--- src/rtl/column_drop_if.sv ---
// column_drop_if: key requests in, cursor/turn/drop-strobe/fill status out
interface column_drop_if #(parameter int COLS = 7);
    logic                    key_drop;
    logic                    key_left;
    logic                    key_right;
    logic [$clog2(COLS)-1:0] cursor;
    logic [1:0]              token;
    logic [COLS-1:0]         drop;
    logic [COLS-1:0]         col_full;
    logic                    busy;
    modport master (
        output key_drop, key_left, key_right,
        input  cursor, token, drop, col_full, busy
    );
    modport slave (
        input  key_drop, key_left, key_right,
        output cursor, token, drop, col_full, busy
    );
endinterface

--- src/rtl/column_drop_ctrl.sv ---
// column_drop_ctrl: Connect Four turn/cursor/drop controller; CURSOR_WRAP_EN makes the cursor wrap at the edges
module column_drop_ctrl #(
    parameter int COLS        = 7,
    parameter int ROWS        = 6,
    parameter int FALL_CYCLES = ROWS + 1
) (
    input logic         clock,
    input logic         reset,
    column_drop_if.slave bus
);
    localparam int CW = $clog2(COLS);
    localparam int FW = $clog2(ROWS + 1);
    localparam int NW = $clog2(FALL_CYCLES + 1);
    typedef enum logic [1:0] {IDLE, DROP, SETTLE} state_t;
    state_t          state;
    logic            prev_drop, prev_left, prev_right;
    logic            ev_drop, ev_left, ev_right;
    logic [CW-1:0]   cursor;
    logic [1:0]      token;
    logic [COLS-1:0] drop, col_full;
    logic            busy;
    logic [FW-1:0]   fill [COLS];
    logic [NW-1:0]   cnt;
    assign ev_drop      = bus.key_drop & ~prev_drop;
    assign ev_left      = bus.key_left & ~prev_left;
    assign ev_right     = bus.key_right & ~prev_right;
    assign bus.cursor   = cursor;
    assign bus.token    = token;
    assign bus.drop     = drop;
    assign bus.col_full = col_full;
    assign bus.busy     = busy;
    // key edge detection, cursor movement and the IDLE/DROP/SETTLE turn sequence
    always_ff @(posedge clock) begin
        if (reset) begin
            state      <= IDLE;
            prev_drop  <= 1'b0;
            prev_left  <= 1'b0;
            prev_right <= 1'b0;
            cursor     <= '0;
            token      <= 2'b01;
            drop       <= '0;
            col_full   <= '0;
            busy       <= 1'b0;
            cnt        <= '0;
            for (int c = 0; c < COLS; c++) fill[c] <= '0;
        end else begin
            prev_drop  <= bus.key_drop;
            prev_left  <= bus.key_left;
            prev_right <= bus.key_right;
            case (state)
                IDLE: begin
                    if (ev_drop) begin
                        if (!col_full[cursor]) begin
                            state <= DROP;
                            drop  <= {{(COLS-1){1'b0}}, 1'b1} << cursor;
                            busy  <= 1'b1;
                        end
                    end else if (ev_left && !ev_right) begin
`ifdef CURSOR_WRAP_EN
                        cursor <= (cursor == '0) ? CW'(COLS - 1) : cursor - CW'(1);
`else
                        cursor <= (cursor == '0) ? cursor : cursor - CW'(1);
`endif
                    end else if (ev_right && !ev_left) begin
`ifdef CURSOR_WRAP_EN
                        cursor <= (cursor == CW'(COLS - 1)) ? '0 : cursor + CW'(1);
`else
                        cursor <= (cursor == CW'(COLS - 1)) ? cursor : cursor + CW'(1);
`endif
                    end
                end
                DROP: begin
                    drop  <= '0;
                    state <= SETTLE;
                    cnt   <= NW'(FALL_CYCLES - 1);
                    if (fill[cursor] != FW'(ROWS)) fill[cursor] <= fill[cursor] + FW'(1);
                    col_full[cursor] <= (fill[cursor] >= FW'(ROWS - 1));
                end
                SETTLE: begin
                    cnt <= cnt - NW'(1);
                    if (cnt <= NW'(1)) begin
                        state <= IDLE;
                        busy  <= 1'b0;
                        token <= ~token;
                    end
                end
                default: state <= IDLE;
            endcase
        end
    end
endmodule
--- src/flat_wrapper.sv ---
// flat-port wrapper written by rule: the top's interface ports become plain ports
module column_drop_ctrl_flat 
#(
    parameter int COLS        = 7,
    parameter int ROWS        = 6,
    parameter int FALL_CYCLES = ROWS + 1
)
  (clock, reset, bus_key_drop, bus_key_left, bus_key_right, bus_cursor, bus_token, bus_drop, bus_col_full, bus_busy);
  column_drop_if #(.COLS(COLS)) bus_i ();
  input logic clock;
  input logic reset;
  input wire logic [$bits(bus_i.key_drop)-1:0] bus_key_drop;
  input wire logic [$bits(bus_i.key_left)-1:0] bus_key_left;
  input wire logic [$bits(bus_i.key_right)-1:0] bus_key_right;
  output wire logic [$bits(bus_i.cursor)-1:0] bus_cursor;
  output wire logic [$bits(bus_i.token)-1:0] bus_token;
  output wire logic [$bits(bus_i.drop)-1:0] bus_drop;
  output wire logic [$bits(bus_i.col_full)-1:0] bus_col_full;
  output wire logic [$bits(bus_i.busy)-1:0] bus_busy;
  assign bus_i.key_drop = bus_key_drop;
  assign bus_i.key_left = bus_key_left;
  assign bus_i.key_right = bus_key_right;
  assign bus_cursor = bus_i.cursor;
  assign bus_token = bus_i.token;
  assign bus_drop = bus_i.drop;
  assign bus_col_full = bus_i.col_full;
  assign bus_busy = bus_i.busy;
  column_drop_ctrl #(.COLS(COLS), .ROWS(ROWS), .FALL_CYCLES(FALL_CYCLES)) u_core (.clock(clock), .reset(reset), .bus(bus_i));
endmodule
--- config.mk ---
export PLATFORM = sky130hd
export DESIGN_NAME = column_drop_ctrl_flat
export DESIGN_NICKNAME = d
export VERILOG_FILES = /design/src/rtl/column_drop_if.sv /design/src/rtl/column_drop_ctrl.sv /design/src/flat_wrapper.sv
export SDC_FILE = /design/constraint.sdc
export NUM_CORES = 1
export LEC_CHECK = 0
export ABC_AREA = 1
export ABC_CLOCK_PERIOD_IN_PS = 2000
export CORE_MARGIN = 3
export CORE_UTILIZATION = 25
export CTS_BUF_LIST = sky130_fd_sc_hd__clkbuf_2 sky130_fd_sc_hd__clkbuf_4 sky130_fd_sc_hd__clkbuf_8
export CTS_CLUSTER_DIAMETER = 120
export DETAILED_ROUTE_END_ITERATION = 7
export GPL_ROUTABILITY_DRIVEN = 0
export GPL_TIMING_DRIVEN = 1
export PLACE_DENSITY = 0.4
export RECOVER_POWER = 100
export SLEW_MARGIN = 20
export SYNTH_ARGS = -nofsm -noshare
export SYNTH_HDL_FRONTEND = slang
export SYNTH_SLANG_ARGS = --single-unit
--- constraint.sdc ---
create_clock -name clock -period 2 [get_ports clock]
set_input_delay 0.4 -clock clock [delete_from_list [all_inputs] [get_ports clock]]
set_output_delay 0.4 -clock clock [all_outputs]
set_load 0.1 [all_outputs]
## Word level (Yosys, flattened, before mapping)

Memories as Yosys holds them, arrays and structs flattened. A register that Yosys moved wholly into a read port is not among the register bits.
Index checks and enable logic that the tools add are counted.

| word-level totals | value |
|---|---|
| bits of input ports | 5 |
| memories | 1 |
| logic and storage cells | 86 |
| bits in writable memories | 21 |
| register bits after elaboration | 28 |
| output and inout port bits | 20 |

Memories:

| memory | depth | bits a word | rd ports | clocked after memory_dff | write ports | line | source |
|---|---|---|---|---|---|---|---|
| u_core.fill | 7 | 3 | 1 | 1 | 7 | column_drop_ctrl.sv:22 | `logic [FW-1:0] fill [COLS];` |

| cells by class | value |
|---|---|
| add/subtract/negate cells | 4 |
| shifts and indexed selects | 1 |
| equality and inequality tests | 9 |
| reductions and logical operators | 17 |
| bitwise logic cells | 8 |
| magnitude comparators | 4 |
| mux-type cells | 32 |

Operators with widths:

| cell | count |
|---|---|
| $mux W3 | 8 |
| $mux W7 | 2 |
| $pmux W7 S2 | 1 |
| $mux W1 | 12 |
| $reduce_bool A2 Y1 | 4 |
| $bwmux W7 | 1 |
| $shl A1 B3 Y7 const A | 1 |
| $add A3 B1 Y3 const B | 2 |
| $mux W2 | 3 |
| $ne A2 B1 Y1 const B | 3 |
| $pmux W2 S3 | 1 |
| $pmux W3 S2 | 1 |
| $reduce_and A3 Y1 | 2 |
| $sub A3 B1 Y3 const B | 2 |
| $reduce_and A5 Y1 | 1 |
| $lt A3 B4 Y1 const B | 1 |
| $ne A2 B2 Y1 const B | 2 |
| $not A1 Y1 | 4 |
| $reduce_and A4 Y1 | 1 |
| $and A1 B1 Y1 | 3 |
| $bmux W1 S3 | 1 |
| $demux W1 S3 | 1 |
| $eq A3 B3 Y1 const B | 1 |
| $ge A3 B1 Y1 const B | 1 |
| 13 further kinds | 16 |

## Logic depth before layout (Yosys ltp)

Gate-level depths: netlist (run 1).

| depth | value |
|---|---|
| word-level depth | 8 |
| mapped depth | 14 |
| gate-level depth less buffers | 13 |

## Worst setup path before layout (run 1)

Ideal clock, no wire load.

| timing path | value |
|---|---|
| path kind | register to register |
| from | register u_core.cursor[0] (netlist: u_core.bus.cursor[0]) |
| to | register (tool-made name) |
| data required time | 1916 ps |
| library setup time | 84 ps |
| stages on the path, launching flop included | 7 |
| data arrival time | 2489 ps |
| path buffers | 0 |
| slack | -573 ps |
| path through | dfxtp_1 -> inv_1 -> fa_1 -> or2_2 -> a21oi_1 -> o21ai_0 -> a21oi_1 |

RTL lines:

| item | line | source |
|---|---|---|
| start: declaration | column_drop_ctrl.sv:18 | `logic [CW-1:0] cursor;` |
| start signal: assignment | column_drop_ctrl.sv:62 | `cursor <= (cursor == '0) ? cursor : cursor - CW'(1);` |
| start signal: assignment | column_drop_ctrl.sv:68 | `cursor <= (cursor == CW'(COLS - 1)) ? cursor : cursor + CW'(1);` |

==> results of run 1 <==
[cell usage in the layout (no fill, tap or decap), types with 2 or more instances in the layout]
cell             netlist  routed
clkbuf_1               1       2
buf_4                  1      26
nor2_1                56      37
ha_1                  10       7
clkdlybuf4s50_1        0       3
o21ai_1                5       7
nand2_1               56      44
o21ai_0               19      12
edfxtp_1              21      21
o21ai_2                2       5
clkbuf_8               0       6
nand2_2                4       6
inv_2                  4       9
a22oi_1                2       2
nand3_4                1       2
a31oi_1                2       2
or2_2                  3       2
a21oi_2                2       7
nor2_2                 1      12
dfxtp_2                0       2
clkinv_1               1       2
inv_1                 47      40
dfxtp_4                0       3
nand3_1               17      16
nand2_4                0      10
o21ai_4                0       2
buf_6                  3      11
ha_4                   0       3
nor3_1                 3       2
nor2_4                 4      12
dfxtp_1               34      29
a21oi_1               28      23
nand3_2                7       7
clkbuf_2               0      19
[timing repair]
action,in CTS,in global routing
hold endpoints to repair,0,0
pin swaps,16,19
buffers inserted,3,2
endpoints found under the setup margin,47,56
gates resized for setup,40,68
[power by group]
| group | total (mW) | switching [mW] | internal (mW) | leakage (nW) |
|---|---|---|---|---|
| Clock | 0.636 | 0.359 | 0.277 | 0.0449 |
| Combinational | 2.37 | 1.55 | 0.822 | 1.02 |
| Sequential | 1.46 | 0.124 | 1.34 | 0.494 |
| Total | 4.46 | 2.03 | 2.44 | 1.56 |
[metal layers]
layer	vias to the layer above	GRT usage [%]	share of wire [%]
li1	1233	-	-
met1	1082	14.75	47
met2	19	20.51	49
met3	6	2.174	2.3
met4	0	2.433	1.0
met5	-	0	0
[synthesized netlist by cell type, types with 2 or more instances]
cell type	number
o21ai_2	2
edfxtp_1	21
a31oi_1	2
o21ai_0	19
nand3_2	7
nor2_1	56
nand2_1	56
nor2_4	4
inv_2	4
nor3_1	3
nand2_2	4
a22oi_1	2
or2_2	3
a21oi_2	2
buf_6	3
o21ai_1	5
a21oi_1	28
nand3_1	17
inv_1	47
dfxtp_1	34
buf_2	2
ha_1	10
[sequential cells by signal, indices dropped and copies added, names as in the netlist, named ones only]
register             cells
u_core.bus.col_full      7
u_core.prev_right        1
u_core.fill             24
u_core.state             2
u_core.bus.drop          7
u_core.prev_drop         1
u_core.bus.cursor        3
u_core.bus.token         2
u_core.cnt               3
u_core.bus.busy          1
u_core.prev_left         1
[metrics by stage]
step	area, um2	util [%]	worst slack [ps]	total power, mW
finish	3799	35.99	-38.51	4.465
global route	3799	35.99	-168.0	4.792
CTS	3588	34.00	-102.4	4.264
detailed placement	3387	32.09	-372.0	3.513
global placement	3387	32.09	-358.4	3.513
floorplan	2803	-	-5.572	2.823
[how the worst min path moves through the flow]
stage                     depth (start not counted)                            from                             end  slack [ps]
after global placement                            2    u_core.bus.busy$_SDFFE_PP0P_    u_core.bus.busy$_SDFFE_PP0P_         440
after global routing                              2    u_core.bus.busy$_SDFFE_PP0P_    u_core.bus.busy$_SDFFE_PP0P_         480
after CTS                                         2    u_core.bus.busy$_SDFFE_PP0P_    u_core.bus.busy$_SDFFE_PP0P_         460
final                                             2    u_core.bus.busy$_SDFFE_PP0P_    u_core.bus.busy$_SDFFE_PP0P_         450
after detailed placement                          2    u_core.bus.busy$_SDFFE_PP0P_    u_core.bus.busy$_SDFFE_PP0P_         440
after floorplan                                   2  u_core.fill[6][0]$_SDFFE_PP0P_  u_core.fill[6][0]$_SDFFE_PP0P_         450
[worst max-delay path: stages, from the launching register on]
cell and delay (ps):
dfxtp_4 430, buf_8 140, nor2_4 40, nor2_1 70, nand2_1 60, o21ai_2 60
inv_2 60, nand2_2 70, o21ai_4 70, ha_4 170, nand3_4 100, nand3_4 150
nor2_4 140, nand2_2 90, nand2_2 90
[logic make-up (layout without fill, tap and decap cells)]
kind of cell               after synthesis  in the layout
adders and majority gates               11             11
xor gates and xnor gates                 1              1
and+or+nand+nor                        154            154
DFF                                     55             55
buffers and inverters                   61            125
AOI/OAI and AO/OA                       62             62
[final cells by class]
class	count	area, um2	share of cell area, %
Multi-Input combinational cell	228	1503	39.56
Sequential cell	55	1325	34.88
Timing Repair Buffer	65	504.2	13.27
Inverter	52	202.7	5.336
Tap cell	136	170.2	4.480
Clock buffer	6	82.58	2.174
Clock inverter	2	11.26	0.2964
==> metrics.md, run 1 <==
| Metric | Value |
|---|---|
| YS warnings | 0 |
| Grt ovf | 0 |
| Critical Path Start Type | flip-flop |
| Post-Syn Nets | 360 |
| First-pass GRT wire length | 11670 um |
| R2r setup slk | -40 ps |
| Final hold viol count | 0 |
| Non-filler cells, final | 544 |
| Total GRT Usage | 11.59% |
| PD cells | 1175 nW/um2 |
| Drt initial violations | 73 |
| Die area | 12420 um2 |
| Clock transition at path regs | 100 ps |
| Final net count | 423 |
| Post-Synthesis Cells | 344 |
| Final setup viols | 15 |
| R2R Path End | u_core.fill[3][1]$_SDFFCE_PN0P_ |
| Simple-Gate Fraction of Synth Area | 25.74% |
| DP Cell Count | 532 |
| Chip width | 111.5 um |
| Area of the core | 10560 um2 |
| Number of diodes | 0 |
| Area grow syn2layout | 36.63% |
| Complex-gate fraction of the synthesized area | 12.15% |
| Clock tree from TritonCTS | yes |
| Leading post-synthesis cells by cell area | dfxtp_1 (24%), edfxtp_1 (23%), nand2_1 (7.6%), nor2_1 (7.6%), inv_1 (6.3%) |
| Post-CTS Hold Buffers | 0 |
| Synth Area in XOR/XNOR | 0.3150% |
| Die H | 111.5 um |
| Sequential area share after synthesis | 47.16% |
| Max cap viols | 0 |
| Lkg Pwr | 1.564 nW |
| Reg2Reg Depth | 14 |
| Clock sinks | 55 |
| Syn Area/Cell | 8.082 um2 |
| CP Capture Type | flip-flop |
| Largest family of logic cells by synthesized area | simple AND/OR/NAND/NOR gates |
| Worst setup endpoint | u_core.fill[3][1]$_SDFFCE_PN0P_ |
| Outcome | finished, violations left |
| Multiplexer area fraction after synthesis | 0% |
| Post-synth EDFFs | 21 |
| Root Driver | clkbuf_8 |
| Synthesized area | 2780 um2 |
| Starting Density | 26.34% |
| Slew Limit Fails | 0 |
| Fin crit period | 2039 ps |
| CP Class | reg2reg |
| Crit path max fanout | 5 |
| Initial antenna violation count | 0 |
| Top-area cell type share of the netlist area | 24.48% |
| Post-synthesis adder-cell area fraction | 5.221% |
| Worst Clk Skew | 8.365 ps |
| Largest net degree at the start of global routing | 18 |
| Hold crit path type | reg2reg |
| Setup TNS | -455.8 ps |
| Vias per cell | 4.301 |
| Vias | 2340 |
| WL per Instance | 13.08 um |
| Final HPWL DP | 5492 um |
| Filler cells | 1137 |
| Vias in the first global route | 2333 |
| Routed wire length | 7115 um |
| Max IR drop VDD | 0.0004681 V |
| IO buf count | 24 |
| Worst skew pair latency | 310 ps |
| Hold_ws | 447.2 ps |
| H-Tree Depth | 2 |
| I/O Pins | 25 |
| Async SR Flop Fraction | 0% |
| Worst-Margin Slew | 966.8 ps |
| First-pass DRT Iterations | 4 |
| Share of cells above drive strength 1 | 37.75% |
| Top FF cell, synth | dfxtp_1 |
| Required @ worst endpoint | 2030 ps |
| Peak Freq | 490.6 MHz |
| Setup WS post-layout | -38.51 ps |
| Row cnt | 37 |
| Period utilization | 101.9% |
| Cell taking the most area after synthesis | dfxtp_1 |
| Max-Slew Margin vs Limit | 35.55% |
| Netlist cell types | 35 |
| Total CTS buffers | 5 |
| Synth Register Bits | 55 |
| DR DRC count | 0 |
| CP arrival | 2070 ps |
| Antenna Nets Post-Route | 0 |
| Max Root-Sink Buffers | 2 |
| Failing checks | setup timing |
| RSZ-0062 raised after global routing | true |
Note: power is estimated with default switching activity, not from simulation.
==> run 2, diff against run 1 <==
--- a/config.mk
+++ b/config.mk
@@ -14,6 +14,7 @@
 export DETAILED_ROUTE_END_ITERATION = 7
 export GPL_ROUTABILITY_DRIVEN = 0
 export GPL_TIMING_DRIVEN = 1
+export MAX_ROUTING_LAYER = met4
 export PLACE_DENSITY = 0.4
 export RECOVER_POWER = 100
 export SLEW_MARGIN = 20
==> run 2 against run 1 <==
Net effect:
- the run still ends with setup timing left
- combinational power barely moved
- first-iteration DRC count is 14% lower
- sequential cell count stayed put
- hold slack better by 2.1 ps
- fmax barely moved
- via count is 0.47% lower
- largest cell class unchanged
- highest routed layer unchanged
==> metrics.md, run 2 (synthesis results as in run 1) <==
| Metric | Value |
|---|---|
| Outcome | finished, violations left |
| Failing checks | setup timing |
| Worst Clk Skew | 7.192 ps |
| First-pass GRT wire length | 11670 um |
| Max Root-Sink Buffers | 2 |
| Area of the core | 10560 um2 |
| Hold crit path type | reg2reg |
| CP Class | reg2reg |
| Final setup viols | 17 |
| Setup WS pre-CTS | -372.0 ps |
| Antenna Nets Post-Route | 0 |
| Share of cells above drive strength 1 | 36.61% |
| Largest net degree at the start of global routing | 18 |
| Most frequent cells in the layout | nand2_1 (44), inv_1 (41), nor2_1 (38) |
| Max IR drop VDD | 0.0004679 V |
| PD cells | 1178 nW/um2 |
| Peak Freq | 490.7 MHz |
| Vias in the first global route | 2334 |
| Max reg flops | 24 |
| CP Capture Type | flip-flop |
| Period utilization | 101.9% |
| Most common cell after layout, fill and taps aside | nand2_1 |
| Required @ worst endpoint | 2030 ps |
| Area post-placement | 3387 um2 |
| Clock transition at path regs | 100 ps |
| I/O Pins | 25 |
| Reg2Reg Depth | 14 |
| Vias | 2329 |
| Die area | 12420 um2 |
| Drt initial violations | 63 |
| CP arrival | 2070 ps |
| DR DRC count | 0 |
| Total GRT Usage | 11.94% |
| Final core occ | 35.75% |
| Area grow syn2layout | 35.73% |
| Total CTS buffers | 5 |
| First-pass DRT Iterations | 4 |
| R2R Path End | u_core.fill[3][1]$_SDFFCE_PN0P_ |
| Filler cells | 1138 |
| WL per Instance | 13.06 um |
| Final HPWL DP | 5492 um |
| Routed wire length | 7091 um |
| Row cnt | 37 |
| Vias per cell | 4.289 |
| H-Tree Depth | 2 |
| Max-Slew Margin vs Limit | 34.03% |
| Setup WS post-layout | -37.75 ps |
| Starting Density | 26.34% |
| Lkg Pwr | 1.557 nW |
| Critical Path Start Type | flip-flop |
| Worst hold path depth | 2 |
| Hold path start | u_core.bus.busy$_SDFFE_PP0P_ |
| Worst-Margin Slew | 989.6 ps |
| Largest registers | u_core.fill x24, u_core.bus.col_full x7, u_core.bus.drop x7 |
| Grt ovf | 0 |
| Chip width | 111.5 um |
| Max cap viols | 0 |
| Hold Path Sink | u_core.bus.busy$_SDFFE_PP0P_ |
| Slew Limit Fails | 0 |
| Biggest register | u_core.fill |
| RSZ-0062 raised after global routing | true |
| Root Driver | clkbuf_8 |
| R2r setup slk | -40 ps |
| Worst skew pair latency | 310 ps |
| Clock tree from TritonCTS | yes |
| Clock sinks | 55 |
| Die H | 111.5 um |
| Final net count | 422 |
| Final hold viol count | 0 |
| Crit path max fanout | 5 |
| Post-route cell area | 3774 um2 |
| Fin crit period | 2038 ps |
| Number of diodes | 0 |
| Initial antenna violation count | 0 |
| IO buf count | 24 |
==> run 2: how the worst max path moves through the flow <==
stage,from,to,slack (ps),cells after the start
floorplan,u_core.bus.cursor[1]$_SDFFE_PP0P_,u_core.bus.cursor[2]$_SDFFE_PP0P_,-6,6
global placement,bus_key_left,u_core.bus.cursor[2]$_SDFFE_PP0P_,-360,10
detailed placement,bus_key_left,u_core.bus.cursor[2]$_SDFFE_PP0P_,-370,10
CTS,flip-flop,u_core.fill[1][2]$_SDFFCE_PN0P_,-100,15
global route,flip-flop,u_core.fill[1][2]$_SDFFCE_PN0P_,-170,15
finish,flip-flop,u_core.fill[3][1]$_SDFFCE_PN0P_,-40,14
==> run 2: repair_timing <==
action / in CTS / in global routing
resized for setup: 40 / 63
buffers inserted: 3 / 1
endpoints found under the setup margin: 47 / 56
endpoints found under the hold margin: 0 / 0
hold buffers: 0 / 0
gates cloned: 0 / 0
pin swaps: 16 / 16
==> run 2: final cells by class <==
cell class | count | area (um2) | share of cell area (%)
timing repair buffer | 64 | 500.5 | 13.26
clock inverter | 2 | 11.26 | 0.2984
multi-input combinational | 228 | 1481 | 39.26
sequential | 55 | 1325 | 35.11
clock buffer | 6 | 82.58 | 2.188
tap | 136 | 170.2 | 4.509
inverter | 52 | 202.7 | 5.371
==> run 2: metrics by stage <==
step	hold slack, ps	std cells	total power [mW]	TNS, ps
after CTS	458.8	542	4.264	-2402
after floorplan	453.8	344	2.823	-5.665
after detailed placement	441.4	532	3.513	-8505
after global routing	479.7	543	4.774	-5894
after global placement	438.4	532	3.513	-8291
final	449.3	543	4.447	-473.5
==> run 2: metal layers <==
metal | vias up | track usage, % | share of wire [%]
met5 | - | - | 0
met4 | 0 | 2.433 | 1.0
met3 | 7 | 2.011 | 2.1
met2 | 17 | 20.51 | 49
met1 | 1075 | 14.85 | 48
li1 | 1230 | - | -
==> run 2: report_power, final <==
group / total (mW) / switching, mW / leakage, nW / internal, mW
combinational: 2.35 / 1.54 / 1.02 / 0.814
clock: 0.636 / 0.359 / 0.0449 / 0.277
sequential: 1.46 / 0.124 / 0.494 / 1.34
==> run 2: worst max-delay path, cell delays in order (launching register included) <==
cell     delay [ps]
dfxtp_4         430
buf_8           140
nor2_4           40
nor2_1           70
nand2_1          60
o21ai_2          60
inv_2            60
nand2_2          70
o21ai_4          70
ha_4            170
nand3_4         100
nand3_4         150
nor2_4          140
nand2_2          90
nand2_2          90
==> run 3, diff against run 2 <==
--- a/config.mk
+++ b/config.mk
@@ -14,6 +14,7 @@
 export DETAILED_ROUTE_END_ITERATION = 7
 export GPL_ROUTABILITY_DRIVEN = 0
 export GPL_TIMING_DRIVEN = 1
+export HOLD_SLACK_MARGIN = 0.05
 export MAX_ROUTING_LAYER = met4
 export PLACE_DENSITY = 0.4
 export RECOVER_POWER = 100
==> results of run 3 <==
Same layout as run 2: the final DEF is identical, and so are final timing and power.
